File: config.mk
export PLATFORM = sky130hd
export DESIGN_NAME = dmi_uart_host
export DESIGN_NICKNAME = d
export VERILOG_FILES = /design/src/rtl/uart_pkg.sv /design/src/rtl/dmi_uart_host_rx.sv /design/src/rtl/dmi_uart_host.sv
export SDC_FILE = /design/constraint.sdc
export NUM_CORES = 1
export LEC_CHECK = 0
export CAP_MARGIN = 10
export CELL_PAD_IN_SITES_DETAIL_PLACEMENT = 0
export CELL_PAD_IN_SITES_GLOBAL_PLACEMENT = 1
export CORE_MARGIN = 1.5
export CORE_UTILIZATION = 35
export CTS_CLUSTER_DIAMETER = 40
export DETAILED_ROUTE_END_ITERATION = 8
export PLACE_DENSITY_LB_ADDON = 0.1
export SYNTH_ARGS = -nofsm -noshare
export SYNTH_HDL_FRONTEND = slang
export SYNTH_SLANG_ARGS = --single-unit
File: constraint.sdc
create_clock -name CLK_I -period 3.52 [get_ports CLK_I]
set_input_delay 0.352 -clock CLK_I [delete_from_list [all_inputs] [get_ports CLK_I]]
set_output_delay 0.352 -clock CLK_I [all_outputs]
set_load 0.1 [all_outputs]
File: src/rtl/uart_pkg.sv
// Shared DMI-over-UART constants, length lookups and host FSM state types.
// Exports IRLENGTH, CMDLENGTH, CMD_*, ADDR_*, get_write/read_length, host_*_state_t.
package uart_pkg;

  localparam int IRLENGTH  = 5;
  localparam int CMDLENGTH = 3;
  localparam int ABITS     = 7;

  localparam logic [CMDLENGTH-1:0] CMD_READ      = 3'd1;
  localparam logic [CMDLENGTH-1:0] CMD_CONT_READ = 3'd2;
  localparam logic [CMDLENGTH-1:0] CMD_WRITE     = 3'd3;
  localparam logic [CMDLENGTH-1:0] CMD_RESET     = 3'd4;

  localparam logic [IRLENGTH-1:0] ADDR_IDCODE = 5'h01;
  localparam logic [IRLENGTH-1:0] ADDR_DTMCS  = 5'h10;
  localparam logic [IRLENGTH-1:0] ADDR_DMI    = 5'h11;
  localparam logic [IRLENGTH-1:0] ADDR_BYPASS = 5'h1f;

  function automatic int get_write_length(
    input logic [IRLENGTH-1:0] addr
  );
    case (addr)
      ADDR_DMI:   return ABITS + 34;
      ADDR_DTMCS: return 32;
      default:    return 0;
    endcase
  endfunction

  function automatic int get_read_length(
    input logic [IRLENGTH-1:0] addr
  );
    case (addr)
      ADDR_DMI:    return ABITS + 34;
      ADDR_DTMCS:  return 32;
      ADDR_IDCODE: return 32;
      default:     return 0;
    endcase
  endfunction

  typedef enum logic [1:0] {
    TX_IDLE,
    TX_CMD,
    TX_DATA
  } host_tx_state_t;

  typedef enum logic [1:0] {
    RX_IDLE,
    RX_DATA,
    RX_RESP
  } host_rx_state_t;

endpackage

File: src/rtl/dmi_uart_host_rx.sv
// RX side: pops TAP bytes, assembles LSB-first frames per rx_addr, presents responses.
// Ports: CLK_I/RST_NI, RX FIFO head (RX_EMPTY_I, DATA_REC_I, CMD_REC_I, READ_O), RSP_*.
// Optional DMI_UART_HOST_TIMEOUT_EN discards stalled partial frames.
module dmi_uart_host_rx
  import uart_pkg::*;
#(
  parameter int WIDTH          = 41,
  parameter int TIMEOUT_CYCLES = 100000
) (
  input  logic                CLK_I,
  input  logic                RST_NI,
  input  logic                RX_EMPTY_I,
  input  logic [7:0]          DATA_REC_I,
  input  logic                CMD_REC_I,
  output logic                READ_O,
  output logic                RSP_VALID_O,
  input  logic                RSP_READY_I,
  output logic [IRLENGTH-1:0] RSP_ADDR_O,
  output logic [WIDTH-1:0]    RSP_DATA_O,
  output logic                RSP_TIMEOUT_O
);

  localparam int MAX_BYTES = (WIDTH + 7) / 8;
  localparam int BW        = MAX_BYTES * 8;
  localparam int CW        = $clog2(MAX_BYTES + 1);

  function automatic logic [BW-1:0] len_mask(input int len);
    logic [BW-1:0] m;
    for (int i = 0; i < BW; i++) m[i] = (i < len);
    return m;
  endfunction

  host_rx_state_t      st;
  logic [IRLENGTH-1:0] rx_addr;
  logic [CW-1:0]       cnt;
  logic [CW-1:0]       pop_idx;
  logic [CW-1:0]       rd_nb;
  logic [BW-1:0]       frame_q;
  logic [BW-1:0]       frame_d;
  logic [BW-1:0]       rd_mask;

  assign READ_O  = RST_NI && !RX_EMPTY_I && (st != RX_RESP);
  assign rd_nb   = CW'((get_read_length(rx_addr) + 7) / 8);
  assign rd_mask = len_mask(get_read_length(rx_addr));
  assign pop_idx = (st == RX_DATA) ? cnt : '0;

  always_comb begin
    frame_d = (st == RX_DATA) ? frame_q : '0;
    frame_d[{pop_idx, 3'b000} +: 8] = DATA_REC_I;
  end

`ifdef DMI_UART_HOST_TIMEOUT_EN
  logic [31:0] to_cnt;
  logic        to_hit;
  assign to_hit = (st == RX_DATA) && !READ_O
               && (to_cnt == 32'(TIMEOUT_CYCLES - 1));
`else
  localparam int timeout_unused = TIMEOUT_CYCLES;
  logic          to_hit;
  assign to_hit = 1'b0;
`endif

  always_ff @(posedge CLK_I) begin
    if (!RST_NI) begin
      st          <= RX_IDLE;
      rx_addr     <= ADDR_IDCODE;
      cnt         <= '0;
      frame_q     <= '0;
      RSP_VALID_O <= 1'b0;
      RSP_ADDR_O  <= ADDR_IDCODE;
      RSP_DATA_O  <= '0;
    end else if (READ_O) begin
      if (CMD_REC_I) begin
        // Address notification restarts framing
        rx_addr <= DATA_REC_I[IRLENGTH-1:0];
        st      <= RX_IDLE;
        cnt     <= '0;
        frame_q <= '0;
      end else if (rd_nb == '0) begin
        st <= RX_IDLE;
      end else if (pop_idx == rd_nb - CW'(1)) begin
        st          <= RX_RESP;
        RSP_VALID_O <= 1'b1;
        RSP_ADDR_O  <= rx_addr;
        RSP_DATA_O  <= WIDTH'(frame_d & rd_mask);
        frame_q     <= '0;
        cnt         <= '0;
      end else begin
        st      <= RX_DATA;
        frame_q <= frame_d;
        cnt     <= pop_idx + CW'(1);
      end
    end else if (to_hit) begin
      st      <= RX_IDLE;
      frame_q <= '0;
      cnt     <= '0;
    end else if (st == RX_RESP && RSP_READY_I) begin
      st          <= RX_IDLE;
      RSP_VALID_O <= 1'b0;
    end
  end

`ifdef DMI_UART_HOST_TIMEOUT_EN
  always_ff @(posedge CLK_I) begin
    if (!RST_NI) begin
      to_cnt        <= '0;
      RSP_TIMEOUT_O <= 1'b0;
    end else begin
      RSP_TIMEOUT_O <= to_hit;
      if (st != RX_DATA || READ_O || to_hit) to_cnt <= '0;
      else to_cnt <= to_cnt + 32'd1;
    end
  end
`else
  assign RSP_TIMEOUT_O = 1'b0;
`endif

endmodule

File: src/rtl/dmi_uart_host.sv
// Host UART initiator: TX FSM serialises requests, RX sub-block decodes responses.
// Ports: CLK_I/RST_NI, REQ_*, UART TX (TX_READY_I, WRITE_O, DATA_SEND_O, SEND_COMMAND_O),
// UART RX (RX_EMPTY_I, DATA_REC_I, CMD_REC_I, READ_O), RSP_*. Option: DMI_UART_HOST_TIMEOUT_EN.
module dmi_uart_host
  import uart_pkg::*;
#(
  parameter int WIDTH          = get_write_length(ADDR_DMI),
  parameter int TIMEOUT_CYCLES = 100000
) (
  input  logic                 CLK_I,
  input  logic                 RST_NI,
  input  logic                 REQ_VALID_I,
  output logic                 REQ_READY_O,
  input  logic [CMDLENGTH-1:0] REQ_CMD_I,
  input  logic [IRLENGTH-1:0]  REQ_ADDR_I,
  input  logic [WIDTH-1:0]     REQ_DATA_I,
  input  logic                 TX_READY_I,
  output logic                 WRITE_O,
  output logic [7:0]           DATA_SEND_O,
  output logic                 SEND_COMMAND_O,
  input  logic                 RX_EMPTY_I,
  input  logic [7:0]           DATA_REC_I,
  input  logic                 CMD_REC_I,
  output logic                 READ_O,
  output logic                 RSP_VALID_O,
  input  logic                 RSP_READY_I,
  output logic [IRLENGTH-1:0]  RSP_ADDR_O,
  output logic [WIDTH-1:0]     RSP_DATA_O,
  output logic                 RSP_TIMEOUT_O
);

  localparam int MAX_BYTES = (WIDTH + 7) / 8;
  localparam int BW        = MAX_BYTES * 8;
  localparam int CW        = $clog2(MAX_BYTES + 1);

  function automatic logic [BW-1:0] len_mask(input int len);
    logic [BW-1:0] m;
    for (int i = 0; i < BW; i++) m[i] = (i < len);
    return m;
  endfunction

  host_tx_state_t       tx_state;
  logic [CMDLENGTH-1:0] cmd_q;
  logic [IRLENGTH-1:0]  addr_q;
  logic [BW-1:0]        data_q;
  logic [CW-1:0]        nbytes;
  logic [CW-1:0]        idx;
  logic                 fire;

  // A strobe never follows a strobe, giving one idle cycle per byte
  assign fire = TX_READY_I && !WRITE_O;

  always_ff @(posedge CLK_I) begin
    if (!RST_NI) begin
      tx_state       <= TX_IDLE;
      REQ_READY_O    <= 1'b0;
      WRITE_O        <= 1'b0;
      DATA_SEND_O    <= '0;
      SEND_COMMAND_O <= 1'b0;
      cmd_q          <= '0;
      addr_q         <= '0;
      data_q         <= '0;
      nbytes         <= '0;
      idx            <= '0;
    end else begin
      WRITE_O <= 1'b0;
      unique case (tx_state)
        TX_IDLE: begin
          REQ_READY_O <= 1'b1;
          if (REQ_VALID_I && REQ_READY_O) begin
            REQ_READY_O <= 1'b0;
            cmd_q       <= REQ_CMD_I;
            addr_q      <= REQ_ADDR_I;
            data_q      <= BW'(REQ_DATA_I)
                         & len_mask(get_write_length(REQ_ADDR_I));
            nbytes      <= CW'((get_write_length(REQ_ADDR_I) + 7) / 8);
            tx_state    <= TX_CMD;
          end
        end
        TX_CMD: begin
          if (fire) begin
            WRITE_O        <= 1'b1;
            DATA_SEND_O    <= {cmd_q, addr_q};
            SEND_COMMAND_O <= 1'b1;
            idx            <= '0;
            if (cmd_q == CMD_WRITE && nbytes != '0) begin
              tx_state <= TX_DATA;
            end else begin
              tx_state    <= TX_IDLE;
              REQ_READY_O <= 1'b1;
            end
          end
        end
        TX_DATA: begin
          if (fire) begin
            WRITE_O        <= 1'b1;
            DATA_SEND_O    <= data_q[{idx, 3'b000} +: 8];
            SEND_COMMAND_O <= 1'b0;
            idx            <= idx + CW'(1);
            if (idx == nbytes - CW'(1)) begin
              tx_state    <= TX_IDLE;
              REQ_READY_O <= 1'b1;
            end
          end
        end
        default: tx_state <= TX_IDLE;
      endcase
    end
  end

  dmi_uart_host_rx #(
    .WIDTH          (WIDTH),
    .TIMEOUT_CYCLES (TIMEOUT_CYCLES)
  ) u_rx (
    .CLK_I         (CLK_I),
    .RST_NI        (RST_NI),
    .RX_EMPTY_I    (RX_EMPTY_I),
    .DATA_REC_I    (DATA_REC_I),
    .CMD_REC_I     (CMD_REC_I),
    .READ_O        (READ_O),
    .RSP_VALID_O   (RSP_VALID_O),
    .RSP_READY_I   (RSP_READY_I),
    .RSP_ADDR_O    (RSP_ADDR_O),
    .RSP_DATA_O    (RSP_DATA_O),
    .RSP_TIMEOUT_O (RSP_TIMEOUT_O)
  );

endmodule

# Word-level counts from Yosys, hierarchy flattened

Index checks and enable logic that the tools add are counted.
W data, S select, Z words.

Reduce and logical (&&, ||, !) cells: 27
$lt $le $gt $ge: 89
$add $sub $neg: 9
Multipliers: 0
Equal/unequal tests: 22
Shift operators: 3
Bitwise logic cells: 6
Divide/modulo/power cells: 0
Muxes and demuxes: 46

Operator list:

| operator                 | number |
|---|---|
| $lt A6 B32 Y1 const A    | 16 |
| $lt A7 B32 Y1 const A    | 16 |
| $lt A5 B32 Y1 const A    | 8 |
| $mux W48                 | 4 |
| $lt A4 B32 Y1 const A    | 4 |
| $lt A5 B6 Y1 const A     | 16 |
| $mux W32                 | 3 |
| $lt A3 B32 Y1 const A    | 2 |
| $lt A6 B6 Y1 const A     | 9 |
| $and A41 B48 Y48         | 1 |
| $bwmux W48               | 1 |
| $lt A4 B6 Y1 const A     | 8 |
| $shift A8 B8 Y48 const A | 1 |
| $shiftx A48 B7 Y8        | 1 |
| $shiftx A8 B8 Y48        | 1 |
| $and A41 B41 Y41         | 1 |
| $add A32 B4 Y32 const B  | 1 |
| $lt A1 B32 Y1 const A    | 1 |
| $lt A2 B32 Y1 const A    | 1 |
| $lt A3 B6 Y1 const A     | 4 |
| $pmux W6 S2              | 2 |
| $eq A5 B5 Y1 const B     | 4 |
| $mux W2                  | 10 |
| $mux W3                  | 6 |
| 36 further kinds         | 81 |

Memory bits (writable): 0
Input port bits: 64
Register bits after elaboration: 180
Logic and storage cells: 219
Output and inout port bits: 60
Bits in latches: 0
Memories: 0
ROM bits: 0

# Logic depth before layout (Yosys ltp)

Gate-level depths: netlist of run 1.

Depth in word-level cells: 13
Gate-level depth with buffers: 13
Gate-level depth less buffers: 9

# Cells and area by module

Synthesis of run 1 repeated with hierarchy kept, for this count alone.

Cells, all modules: 759
Area, all modules: 6881.6 um^2

By module, submodules not included:

| module           | times used | cells each | seq. area each (um^2) | area an instance (um^2) |
|---|---|---|---|---|
| dmi_uart_host_rx | 1          | 460        | 1961.9                | 4058.9 |
| dmi_uart_host    | 1          | 299        | 1341.3                | 2822.7 |

# Least setup slack after synthesis of run 1

OpenSTA, ideal clock, no wires.

Path kind: register to register
Start: register u_rx.st[0]
End: register u_rx.frame_q[32]
Data required time: 3403 ps
Setup slack: 698 ps
Data arrival time: 2705 ps
Period minus slack after synthesis: 2822 ps
Setup time: 117 ps
Cell stages (with the launch flop): 13
Path buffers: 3
Cell sequence: dfxtp_1 > nor2b_1 > buf_4 > clkbuf_1 > nand2_1 > ha_1 > ha_1 > nor2b_1 > clkbuf_1 > nor3b_4 > nor2_1 > a21o_1 > a22o_1

Word-level cells in the longest chain between the ends: 8
Elaborated cells on any way between the ends: 14
Those cells by class: add/sub: 1; eq/ne: 3; shift: 2; mux: 6; reduce/logical: 2

RTL lines:

| element                                                      | RTL line                                       | source |
|---|---|---|
| from (decl)                                                  | dmi_uart_host_rx.sv:33                         | `host_rx_state_t st;` |
| from (signal assigned)                                       | dmi_uart_host_rx.sv:65                         | `st <= RX_IDLE;` |
| from (signal assigned)                                       | dmi_uart_host_rx.sv:76                         | `st <= RX_IDLE;` |
| from (signal assigned)                                       | dmi_uart_host_rx.sv:80                         | `st <= RX_IDLE;` |
| $eq A2 B1 Y1                                                 | dmi_uart_host_rx.sv:45, dmi_uart_host_rx.sv:48 |  |
| $mux W3                                                      | dmi_uart_host_rx.sv:45                         | `assign pop_idx = (st == RX_DATA) ? cnt : '0;` |
| $neg A6 Y8                                                   | dmi_uart_host_rx.sv:49                         | `frame_d[{pop_idx, 3'b000} +: 8] = DATA_REC_I;` |
| $shiftx A8 B8 Y48 / $shift A8 B8 Y48 (equally long branches) | dmi_uart_host_rx.sv:49                         |  |
| $bwmux W48                                                   | dmi_uart_host_rx.sv:49                         |  |
| $mux W48                                                     | dmi_uart_host_rx.sv:81                         | `end else if (pop_idx == rd_nb - CW'(1)) begin` |
| $mux W48                                                     | dmi_uart_host_rx.sv:79                         | `end else if (rd_nb == '0) begin` |
| $mux W48                                                     | dmi_uart_host_rx.sv:73                         | `if (CMD_REC_I) begin` |
| to (signal assigned)                                         | dmi_uart_host_rx.sv:90                         | `frame_q <= frame_d;` |
| to (decl)                                                    | dmi_uart_host_rx.sv:38                         | `logic [BW-1:0] frame_q;` |

Several ways; a longest one is shown, not always the timed one. The select of a mux whose other input is x is not followed.
A chain may end at the register's enable or synchronous reset.

# Worst setup path in the final report of run 1

Start: register u_rx.st[0]
End: register u_rx.frame_q[38]

The elaborated chain is that of the path after synthesis.

==> results of run 1 <==
-- per-stage QoR --
stage / instance area [µm²] / utilization [%] / setup slack [ns]
finish: 9170 / 45.3 / 0.511
global route: 9170 / 45.3 / 0.296
CTS: 9170 / 45.3 / 0.513
detailed placement: 8580 / 42.4 / 0.569
global placement: 8580 / 42.4 / 0.650
floorplan: 7230 / - / 0.698
-- state kept, by name (all words and copies together) (netlist names) --
register          count
DATA_SEND_O           8
u_rx.RSP_ADDR_O       5
cmd_q                 3
u_rx.RSP_VALID_O      1
idx                   3
u_rx.frame_q         41
tx_state              2
u_rx.st               2
u_rx.rx_addr          5
nbytes                2
u_rx.cnt              3
REQ_READY_O           1
addr_q                5
u_rx.RSP_DATA_O      41
WRITE_O               1
data_q               41
SEND_COMMAND_O        1
-- power breakdown --
group | leakage, nW | switching (mW) | total (mW) | internal [mW]
logic | 1.71 | 0.206 | 0.334 | 0.127
registers | 1.33 | 0.0178 | 1.91 | 1.89
clock network | 0.285 | 0.729 | 1.87 | 1.14
-- cell type report --
| cell class | instances | area (µm²) | share of cell area [%] |
|---|---|---|---|
| sequential | 165 | 3300 | 36.0 |
| clock buffer | 21 | 460 | 5.02 |
| tap | 270 | 338 | 3.68 |
| clock inverter | 9 | 129 | 1.41 |
| inverter | 10 | 37.5 | 0.409 |
| timing repair buffer | 136 | 1350 | 14.7 |
| multi-input combinational | 529 | 3560 | 38.8 |
-- path summary, 6_finish.rpt --
check / startpoint / depth (start not counted) / to / slack [ns]
worst min register to register: u_rx.RSP_DATA_O[26] / 2 / u_rx.RSP_DATA_O[26] / 0.45
worst max register to register: u_rx.st[0] / 9 / u_rx.frame_q[38] / 0.51
worst max-delay path: u_rx.st[0] / 9 / u_rx.frame_q[38] / 0.51
worst min-delay path: u_rx.RSP_DATA_O[26] / 2 / u_rx.RSP_DATA_O[26] / 0.45
-- cell families (layout without fill, tap and decap cells) --
kind of cell | Yosys count | after routing | synth area share, %
AND/OR/NAND/NOR | 292 | 292 | 21.5
AO/OA/AOI/OAI | 212 | 212 | 22.5
flip-flops | 165 | 165 | 45.7
buffers and inverters | 82 | 176 | 5.28
multiplexers | 12 | 12 | 3.05
adder cells (fa/ha/maj) | 9 | 9 | 1.56
XOR/XNOR | 3 | 3 | 0.364
other | 1 | 1 | 0.0519
-- layout by cell type, fill, tap and decap left out, drive strengths merged, types with 17 or more instances in the layout --
cell	Yosys	final
dfxtp	165	165
a21boi	23	23
a32o	17	17
nor2	24	24
clkbuf	45	21
nand3	70	70
a22oi	50	50
o21ai	46	46
nor2b	49	49
a22o	27	27
nand2	103	103
clkdlybuf4s50	0	120
-- layer usage --
| metal | global-route usage (%) | vias to the layer above | share of wire (%) |
|---|---|---|---|
| li1 | - | 2976 | - |
| met1 | 23.3 | 2835 | 46 |
| met2 | 31.5 | 115 | 50 |
| met3 | 3.69 | 11 | 3.6 |
| met4 | 4.04 | 0 | 0.85 |
| met5 | 0 | - | 0 |
-- critical path, cell delays in order (launching register included) --
cell	delay [ns]
dfxtp_1	0.40
nor2b_1	0.26
buf_4	0.30
nand2_1	0.14
ha_1	0.24
or4b_4	0.52
nor3b_4	0.20
buf_4	0.22
nor2b_1	0.46
a22o_1	0.21
==> results by group, run 1 <==
Outcome
  • Status: finished clean

Cells and area
  • Layout cells sized above 1: 9.43%
  • Antenna fix cells: 0
  • Nets: 932
  • Area delta synth->final: 26.9%
  • Filler Cell Count: 1954
  • Post-route insts no fill: 1140

Logic synthesis
  • Synth Net Count: 849
  • Synth area leaders: dfxtp_1 46%, nand2_1 5.3%, a22oi_1 5.2%, nand3_1 4.8%, nor2b_1 4.2%
  • Synth Register Bits: 165
  • Yosys warnings: 0
  • Async SR Flop Fraction: 0%
  • Cell Area, Synth: 7230 µm²
  • Yosys top cell by area: dfxtp_1
  • Synth Instances: 776
  • Synth unique cells: 64
  • Ys flop type: dfxtp_1
  • Sequential share of the synthesized area: 45.7%
  • Syn Area/Cell: 9.31 µm²
  • Top-count cell post-synth: dfxtp_1
  • EDFF count, synth: 0
  • Synth top area share: 45.7%
  • Most frequent cells after synthesis: 165 x dfxtp_1, 102 x nand2_1, 70 x nand3_1, 50 x a22oi_1, 49 x nor2b_1

Drt
  • Vias per cell: 5.21
  • DRT Pass-1 Iters: 5
  • Average wire per standard cell: 16.9 µm
  • Drt drc: 0
  • Overall routed net length: 19300 µm
  • 1st-iter DRT viols: 360
  • Detailed-route via count: 5937
  • DRT antenna net count: 0

Die
  • Die Ht: 147 µm
  • Die Area: 21500 µm²
  • I/O pin total: 124
  • Row cnt: 52
  • Core Area: 20200 µm²
  • Die X: 147 µm
  • Initial core utilization: 35.7%

STA
  • Slew @ Worst Pin: 1.02 ns
  • Setup-failing EPs final: 0
  • Setup Skew: 0.00940 ns
  • Hold WS: 0.448 ns
  • RSZ-0062 raised after global routing: false
  • Slew margin rel.: 31.5%
  • Sum Neg Setup Slack: 0 ns
  • Minimum clock period: 3.01 ns
  • Final worst-path cycle share: 85.5%
  • Fmax: 0.332 GHz
  • Final hold vios: 0
  • Max-slew violations: 0

Clock tree
  • CTS Hold Bufs: 0
  • CTS Buf Count: 17
  • Clk slew on worst S/H paths: 0.06 ns
  • Postcts setup bufs: 0
  • Clock latency on the worst-skew pair: 0.41 ns
  • CTS tree: yes
  • # clock sinks: 165
  • Clock Tree Root: clkbuf_16
  • Longest Clk Path Bufs: 2
  • H-tree depth: 4
  • Cts repair resizes: 0

Critical path
  • Critical path fanouts, max: 23
  • Critical path capture point type: flop
  • Req. time, crit path: 3.87 ns
  • WS Path Type: flop to flop
  • Setup crit start kind: flop
  • CP arrival: 3.36 ns

Global routing
  • Number of global-route vias before repair: 5796
  • Largest net degree at the start of global routing: 166
  • GRT Util Overall: 18.2%
  • First-pass GRT wire length: 31200 µm
  • Initial antenna violation count: 0
  • Gr ovfl total: 0

Pwr
  • Maximum VDD drop: 0.279 mV
  • Power Dens Cells: 449 nW/µm²
  • Power, Total: 4.11 mW
  • Leakage dissipation: 3.33 nW

Placed design
  • HPWL after DPL: 12900 µm
  • Placed cells: 1110
  • IO Port Bufs: 122
  • GPL Wtd Cong: 0.807

Job
  • Total of max-cap violations: 0

Worst hold path
  • Hold crit path type: flop to flop
(Power assumes the default switching activity.)
==> run 2, diff against run 1 <==
Settings changed: ABC_AREA set to 1.
==> run 2 against run 1 <==
Sequential power increased by 5%. Non-clock buffer count increased by 3. Clock-buffer cell count decreased by 4. Wire length increased by 25%. Sequential share of layout area decreased by 2.9 points. Critical path type unchanged.
==> results by group, run 2 <==
STA
  • Max-slew violations: 0 (unchanged)
  • Minimum clock period: 2.65 ns (-0.357 ns)
  • Setup-failing EPs final: 0 (unchanged)
  • Sum Neg Setup Slack: 0 ns (unchanged)
  • Final hold vios: 0 (unchanged)
  • Slew margin rel.: 31.0% (-0.53 points)
  • Setup Skew: 0.0118 ns (+0.00238 ns)
  • Fmax: 0.377 GHz (+13%)
  • RSZ-0062 raised after global routing: false
  • Slew @ Worst Pin: 1.03 ns (+0.00790 ns)
  • Final worst-path cycle share: 75.4% (-10 points)

Placed design
  • IO Port Bufs: 122 (unchanged)
  • HPWL after DPL: 15100 µm (+18%)
  • GPL Wtd Cong: 0.776 (-3.8%)

Cells and area
  • Multi-input logic area: 3980 µm² (+12%)
  • Storage element area: 3300 µm² (unchanged)
  • Fin util: 44.1% (-1.2 points)
  • Commonest non-fill, non-tap cell in the layout: nand2_1
  • Layout cells sized above 1: 5.69% (-3.7 points)
  • Area delta synth->final: 24.2%
  • Filler Cell Count: 2433 (+25%)
  • Nets: 1361 (+46%)
  • Regs by FF count: data_q: 41 flops, u_rx.RSP_DATA_O: 41 flops, u_rx.frame_q: 41 flops
  • Most frequent cells in the layout: 309 x nand2_1, 165 x dfxtp_1, 155 x nand3_1

Die
  • Die Area: 23800 µm² (+11%)
  • I/O pin total: 124 (unchanged)
  • Die Ht: 154 µm (+5.2%)
  • Initial core utilization: 35.5% (-0.18 points)
  • Row cnt: 55 (+5.8%)
  • Core Area: 22600 µm² (+12%)
  • Die X: 154 µm (+5.2%)

Logic synthesis
  • Cell Area, Synth: 8020 µm² (+11%)
  • Synth top area share: 41.2% (-4.5 points)
  • Synth unique cells: 32 (-50%)
  • Synth Instances: 1213 (+56%)
  • Ys flop type: dfxtp_1
  • Synth Net Count: 1286 (+51%)
  • Most frequent cells after synthesis: 310 x nand2_1, 165 x dfxtp_1, 155 x nand3_1, 144 x nor2_1, 120 x a21oi_1
  • Async SR Flop Fraction: 0% (unchanged)
  • Sequential share of the synthesized area: 41.2% (-4.5 points)
  • Yosys warnings: 0 (unchanged)
  • Synth area leaders: dfxtp_1 41%, nand2_1 15%, nand3_1 9.7%, a21oi_1 7.5%, nor2_1 6.7%
  • Top-count cell post-synth: nand2_1
  • Yosys top cell by area: dfxtp_1
  • Synth Register Bits: 165 (unchanged)
  • EDFF count, synth: 0 (unchanged)
  • Syn Area/Cell: 6.61 µm² (-29%)

Clock tree
  • Cts repair resizes: 0 (unchanged)
  • Longest Clk Path Bufs: 2 (unchanged)
  • CTS tree: yes
  • Postcts setup bufs: 0 (unchanged)
  • CTS Hold Bufs: 0 (unchanged)
  • Clock latency on the worst-skew pair: 0.45 ns (+0.04 ns)
  • H-tree depth: 4 (unchanged)
  • CTS Buf Count: 17 (unchanged)
  • Clock Tree Root: clkbuf_16
  • Clk slew on worst S/H paths: 0.07 ns (about the same)
  • # clock sinks: 165 (unchanged)

Job
  • Total of max-cap violations: 0 (unchanged)

Drt
  • 1st-iter DRT viols: 464 (+29%)
  • Overall routed net length: 24100 µm (+25%)
  • DRT antenna net count: 0 (unchanged)
  • Vias per cell: 4.98 (-4.4%)
  • DRT Pass-1 Iters: 5 (unchanged)
  • Drt drc: 0 (unchanged)
  • Average wire per standard cell: 15.2 µm (-10%)
  • Detailed-route via count: 7898 (+33%)

Pwr
  • Power Dens Cells: 489 nW/µm² (+9.0%)
  • Maximum VDD drop: 0.344 mV (+23%)
  • Power, Total: 4.87 mW (+18%)
  • Leakage dissipation: 4.01 nW (+20%)

Outcome
  • Status: finished clean

Critical path
  • WS Path Type: flop to flop
  • Req. time, crit path: 3.86 ns (about the same)
  • Setup crit start kind: flop
  • CP arrival: 2.99 ns (-0.37 ns)
  • Critical path capture point type: flop
  • FF-to-FF setup slack: 0.87 ns (+0.36 ns)
  • Critical path fanouts, max: 16 (-30%)

Global routing
  • Gr ovfl total: 0 (unchanged)
  • Largest net degree at the start of global routing: 83 (-50%)
  • Number of global-route vias before repair: 7361 (+27%)
  • GRT Util Overall: 20.7% (+2.5 points)
  • First-pass GRT wire length: 39100 µm (+26%)
  • Initial antenna violation count: 2 (+2)

Worst hold path
  • Hold crit path type: primary input to flop
==> run 2: cell count changes after synthesis, moves of 23 or more <==
| cell | before | now |
|---|---|---|
| a21oi_1 | 12 | 120 |
| a22o_1 | 27 | 0 |
| a22oi_1 | 50 | 0 |
| inv_1 | 8 | 91 |
| nand2_1 | 102 | 310 |
| nand3_1 | 70 | 155 |
| nand4_1 | 0 | 23 |
| nor2_1 | 23 | 144 |
| nor2b_1 | 49 | 0 |
| o21ai_0 | 32 | 60 |
==> run 2: through the flow <==
step | worst slack [ns] | hold WS [ns] | instances | instance area (µm²)
floorplan | 1.26 | 0.424 | 1213 | 8020
global placement | 0.891 | 0.436 | 1554 | 9370
detailed placement | 0.851 | 0.441 | 1554 | 9370
CTS | 0.816 | 0.440 | 1586 | 9960
global route | 0.472 | 0.479 | 1586 | 9960
finish | 0.867 | 0.435 | 1587 | 9960
==> run 2: layout make-up <==
class                           count  share of cell area [%]
Multi-Input combinational cell    867                    40.0
Sequential cell                   165                    33.2
Timing Repair Buffer              139                    13.7
Clock buffer                       17                    4.27
Inverter                           98                    3.69
Tap cell                          285                    3.58
Clock inverter                     15                    1.57
Antenna cell                        1                  0.0251
==> run 2: per-layer routing <==
layer	share of wire [%]	global-route usage, %	vias up
met1	45	26.2	3669
met3	4.2	3.47	20
met2	49	36.0	133
met5	0	0	-
met4	1.3	6.27	0
li1	-	-	4076
==> run 2: worst paths after layout <==
path / from / endpoint / depth (start not counted)
worst max-delay path: u_rx.st[1] / u_rx.RSP_DATA_O[28] / 11
worst min-delay path: RST_NI / u_rx.st[1] / 4
worst max register to register: u_rx.st[1] / u_rx.RSP_DATA_O[28] / 11
worst min register to register: addr_q[1] / addr_q[1] / 2
==> run 2: worst max-delay path, cell delays in order, from the launching register on <==
cell and delay, ns:
dfxtp_1 0.37, inv_2 0.09, nand3_2 0.23, ha_1 0.31
ha_1 0.37, inv_1 0.09, nor2_1 0.16, nand2_1 0.32
o21ai_0 0.36, nand3_1 0.11, nand2_1 0.09, nor2_1 0.05
==> run 2: kinds of logic after synthesis <==
kind of cell,after synthesis,share of synthesized area (%)
flip-flops,165,41.2
XOR/XNOR,1,0.109
buffers and inverters,181,9.39
AND/OR/NAND/NOR,658,35.2
other,1,0.0468
AO/OA/AOI/OAI,198,12.7
adder cells (fa/ha/maj),9,1.40
==> run 2: report_power, final <==
| part | total, mW | internal, mW | switching, mW | leakage, nW |
|---|---|---|---|---|
| Clock | 1.87 | 0.948 | 0.919 | 0.284 |
| Sequential | 2.00 | 1.95 | 0.0502 | 1.33 |
| Combinational | 1.00 | 0.269 | 0.734 | 2.39 |
| Total | 4.87 | 3.17 | 1.70 | 4.01 |
==> run 3, diff against run 2 <==
Clock period 3.52 ns to 2.72 ns, I/O delays scaled along.
==> run 3 against run 2 <==
Global-route usage hardly changed. Non-clock buffer count is 15 higher. Setup slack worse by 0.54 ns. Cell area is 0.14% lower. Clock skew is 0.00094 ns higher. First-iteration DRC count is 22% lower. Wire length is 0.83% lower. Combinational power is 30% higher. Via count is 0.23% lower. Worst hold slack worse by 0.038 ns. Critical path depth is 5 higher. Flip-flop and latch count stayed put. Largest power group unchanged.
==> results by group, run 3 (synthesized netlist as in run 2, its figures left out) <==
Clock tree
  • CTS tree: yes
  • H-tree depth: 4 (unchanged)
  • Longest Clk Path Bufs: 2 (unchanged)
  • CTS Hold Bufs: 0 (unchanged)
  • CTS Buf Count: 17 (unchanged)
  • Clock Tree Root: clkbuf_16
  • Clock latency on the worst-skew pair: 0.43 ns (-0.02 ns)
  • # clock sinks: 165 (unchanged)
  • Clk slew on worst S/H paths: 0.08 ns (about the same)

STA
  • Fmax: 0.417 GHz (+11%)
  • Minimum clock period: 2.40 ns (-0.256 ns)
  • Slew @ Worst Pin: 0.784 ns (-0.247 ns)
  • Final hold vios: 0 (unchanged)
  • Slew margin rel.: 47.7% (+17 points)
  • Setup-failing EPs final: 0 (unchanged)
  • Max-slew violations: 0 (unchanged)
  • RSZ-0062 raised after global routing: false
  • Setup Skew: 0.0127 ns (+0.000940 ns)
  • Sum Neg Setup Slack: 0 ns (unchanged)
  • Final WS setup: 0.323 ns (-0.544 ns)
  • Hold WS: 0.396 ns (-0.0381 ns)
  • Final worst-path cycle share: 88.1% (+13 points)

Placed design
  • GPL Wtd Cong: 0.805 (+3.6%)
  • IO Port Bufs: 122 (unchanged)
  • HPWL after DPL: 15400 µm (+1.9%)
  • Placed cells: 1569 (+0.97%)
  • Pre-CTS WS: 0.242 ns (-0.610 ns)

Drt
  • Overall routed net length: 23900 µm (-0.83%)
  • Drt drc: 0 (unchanged)
  • 1st-iter DRT viols: 360 (-22%)
  • Average wire per standard cell: 14.9 µm (-1.8%)
  • Detailed-route via count: 7880 (-0.23%)
  • DRT antenna net count: 0 (unchanged)
  • Vias per cell: 4.92 (-1.2%)
  • DRT Pass-1 Iters: 5 (unchanged)

Die
  • Row cnt: 55 (unchanged)
  • Die Ht: 154 µm (unchanged)
  • I/O pin total: 124 (unchanged)
  • Core Area: 22600 µm² (unchanged)
  • Initial core utilization: 35.5% (unchanged)
  • Die Area: 23800 µm² (unchanged)
  • Die X: 154 µm (unchanged)

Global routing
  • First-pass GRT wire length: 39000 µm (-0.25%)
  • Initial antenna violation count: 3 (+1)
  • Largest net degree at the start of global routing: 75 (-9.6%)
  • Number of global-route vias before repair: 7386 (+0.34%)
  • Gr ovfl total: 0 (unchanged)
  • GRT Util Overall: 20.6% (-0.028 points)

Pwr
  • Power, Total: 6.27 mW (+29%)
  • Maximum VDD drop: 0.416 mV (+21%)
  • Leakage dissipation: 4.20 nW (+4.8%)
  • Power Dens Cells: 631 nW/µm² (+29%)

Critical path
  • CP arrival: 2.73 ns (-0.26 ns)
  • Critical path capture point type: flop
  • Req. time, crit path: 3.06 ns (-0.80 ns)
  • Largest stage delay, worst path: 0.41 ns (+0.04 ns)
  • Setup crit start kind: flop
  • Cell family with most CP delay: simple AND/OR/NAND/NOR gates
  • CP cell instances: inv_2 > nor2_4 > nand2_1 > ha_1 > ha_1 > buf_4 > nor2_1 > nand2_1 > nor2_2 > nand2_1 > nand2_1 > nand2_1 > inv_1 > nand3_1 > nand2_1 > nor2_1
  • WS Path Type: flop to flop
  • Slowest-stage cell, CP: dfxtp_1
  • Critical path fanouts, max: 8 (-8)
  • Most frequent CP cell: nand2_1
  • Worst Path Buf+Inv: 3 (+1)

Cells and area
  • Area delta synth->final: 24.0%
  • Commonest non-fill, non-tap cell in the layout: nand2_1
  • Most frequent cells in the layout: 309 x nand2_1, 165 x dfxtp_1, 155 x nand3_1
  • Nets: 1376 (+1.1%)
  • Post-route insts no fill: 1603 (+1.0%)
  • Regs by FF count: data_q: 41 flops, u_rx.RSP_DATA_O: 41 flops, u_rx.frame_q: 41 flops
  • Layout cells sized above 1: 11.3% (+5.6 points)

Outcome
  • Status: finished clean

Worst hold path
  • Hold crit path type: primary input to flop

Job
  • Total of max-cap violations: 0 (unchanged)
-- run 3: cell count changes in the layout (fill, tap and decap cells not counted), sizes merged --
cell	previous run	this run
diode	1	2
clkinv	8	10
inv	104	103
buf	19	92
clkdlybuf4s50	120	62
clkinvlp	1	0
-- run 3: per-layer routing --
metal  GRT usage [%]  wire length [µm]  share of wire (%)
met4            6.96               489                2.0
met1            26.2             11100                 46
met2            34.3             11300                 47
met5               0                13              0.054
met3            4.99              1010                4.2
-- run 3: worst reg2reg max path: stages, from the launching register on --
cell and delay [ns]:
dfxtp_1 0.41, inv_2 0.09, nor2_4 0.09, nand2_1 0.09
ha_1 0.21, ha_1 0.29, buf_4 0.16, nor2_1 0.09
nand2_1 0.07, nor2_2 0.15, nand2_1 0.21, nand2_1 0.11
nand2_1 0.09, inv_1 0.06, nand3_1 0.06, nand2_1 0.09
nor2_1 0.05
-- run 3: area by class of cell --
type	count	area, µm²
Fill cell	2442	12600
Multi-Input combinational cell	867	3990
Sequential cell	165	3300
Timing Repair Buffer	154	1350
Clock buffer	17	425
Inverter	98	368
Tap cell	285	357
Clock inverter	15	155
Antenna cell	2	5.00
-- run 3: final timing paths --
check              from                 end  slack, ns  depth (start not counted)
min reg2reg   addr_q[1]           addr_q[1]       0.45                          2
max          u_rx.st[0]  u_rx.RSP_DATA_O[1]       0.32                         16
max reg2reg  u_rx.st[0]  u_rx.RSP_DATA_O[1]       0.32                         16
min              RST_NI          u_rx.st[1]       0.40                          4
-- run 3: timing repair --
| action | in CTS | in global routing |
|---|---|---|
| endpoints found under the setup margin | 0 | 21 |
| buffers inserted | 0 | 0 |
| gates resized for setup | 0 | 3 |
-- run 3: power breakdown --
group | internal [mW] | leakage [nW] | switching, mW
combinational | 0.344 | 2.58 | 0.958
clock | 1.22 | 0.286 | 1.16
sequential | 2.52 | 1.33 | 0.0662
-- run 3: metrics by stage --
step                utilization [%]  area, µm²
CTS                            44.0       9930
floorplan                         -       8020
global placement               41.4       9350
global route                   44.0       9940
detailed placement             41.4       9350
finish                         44.1       9940
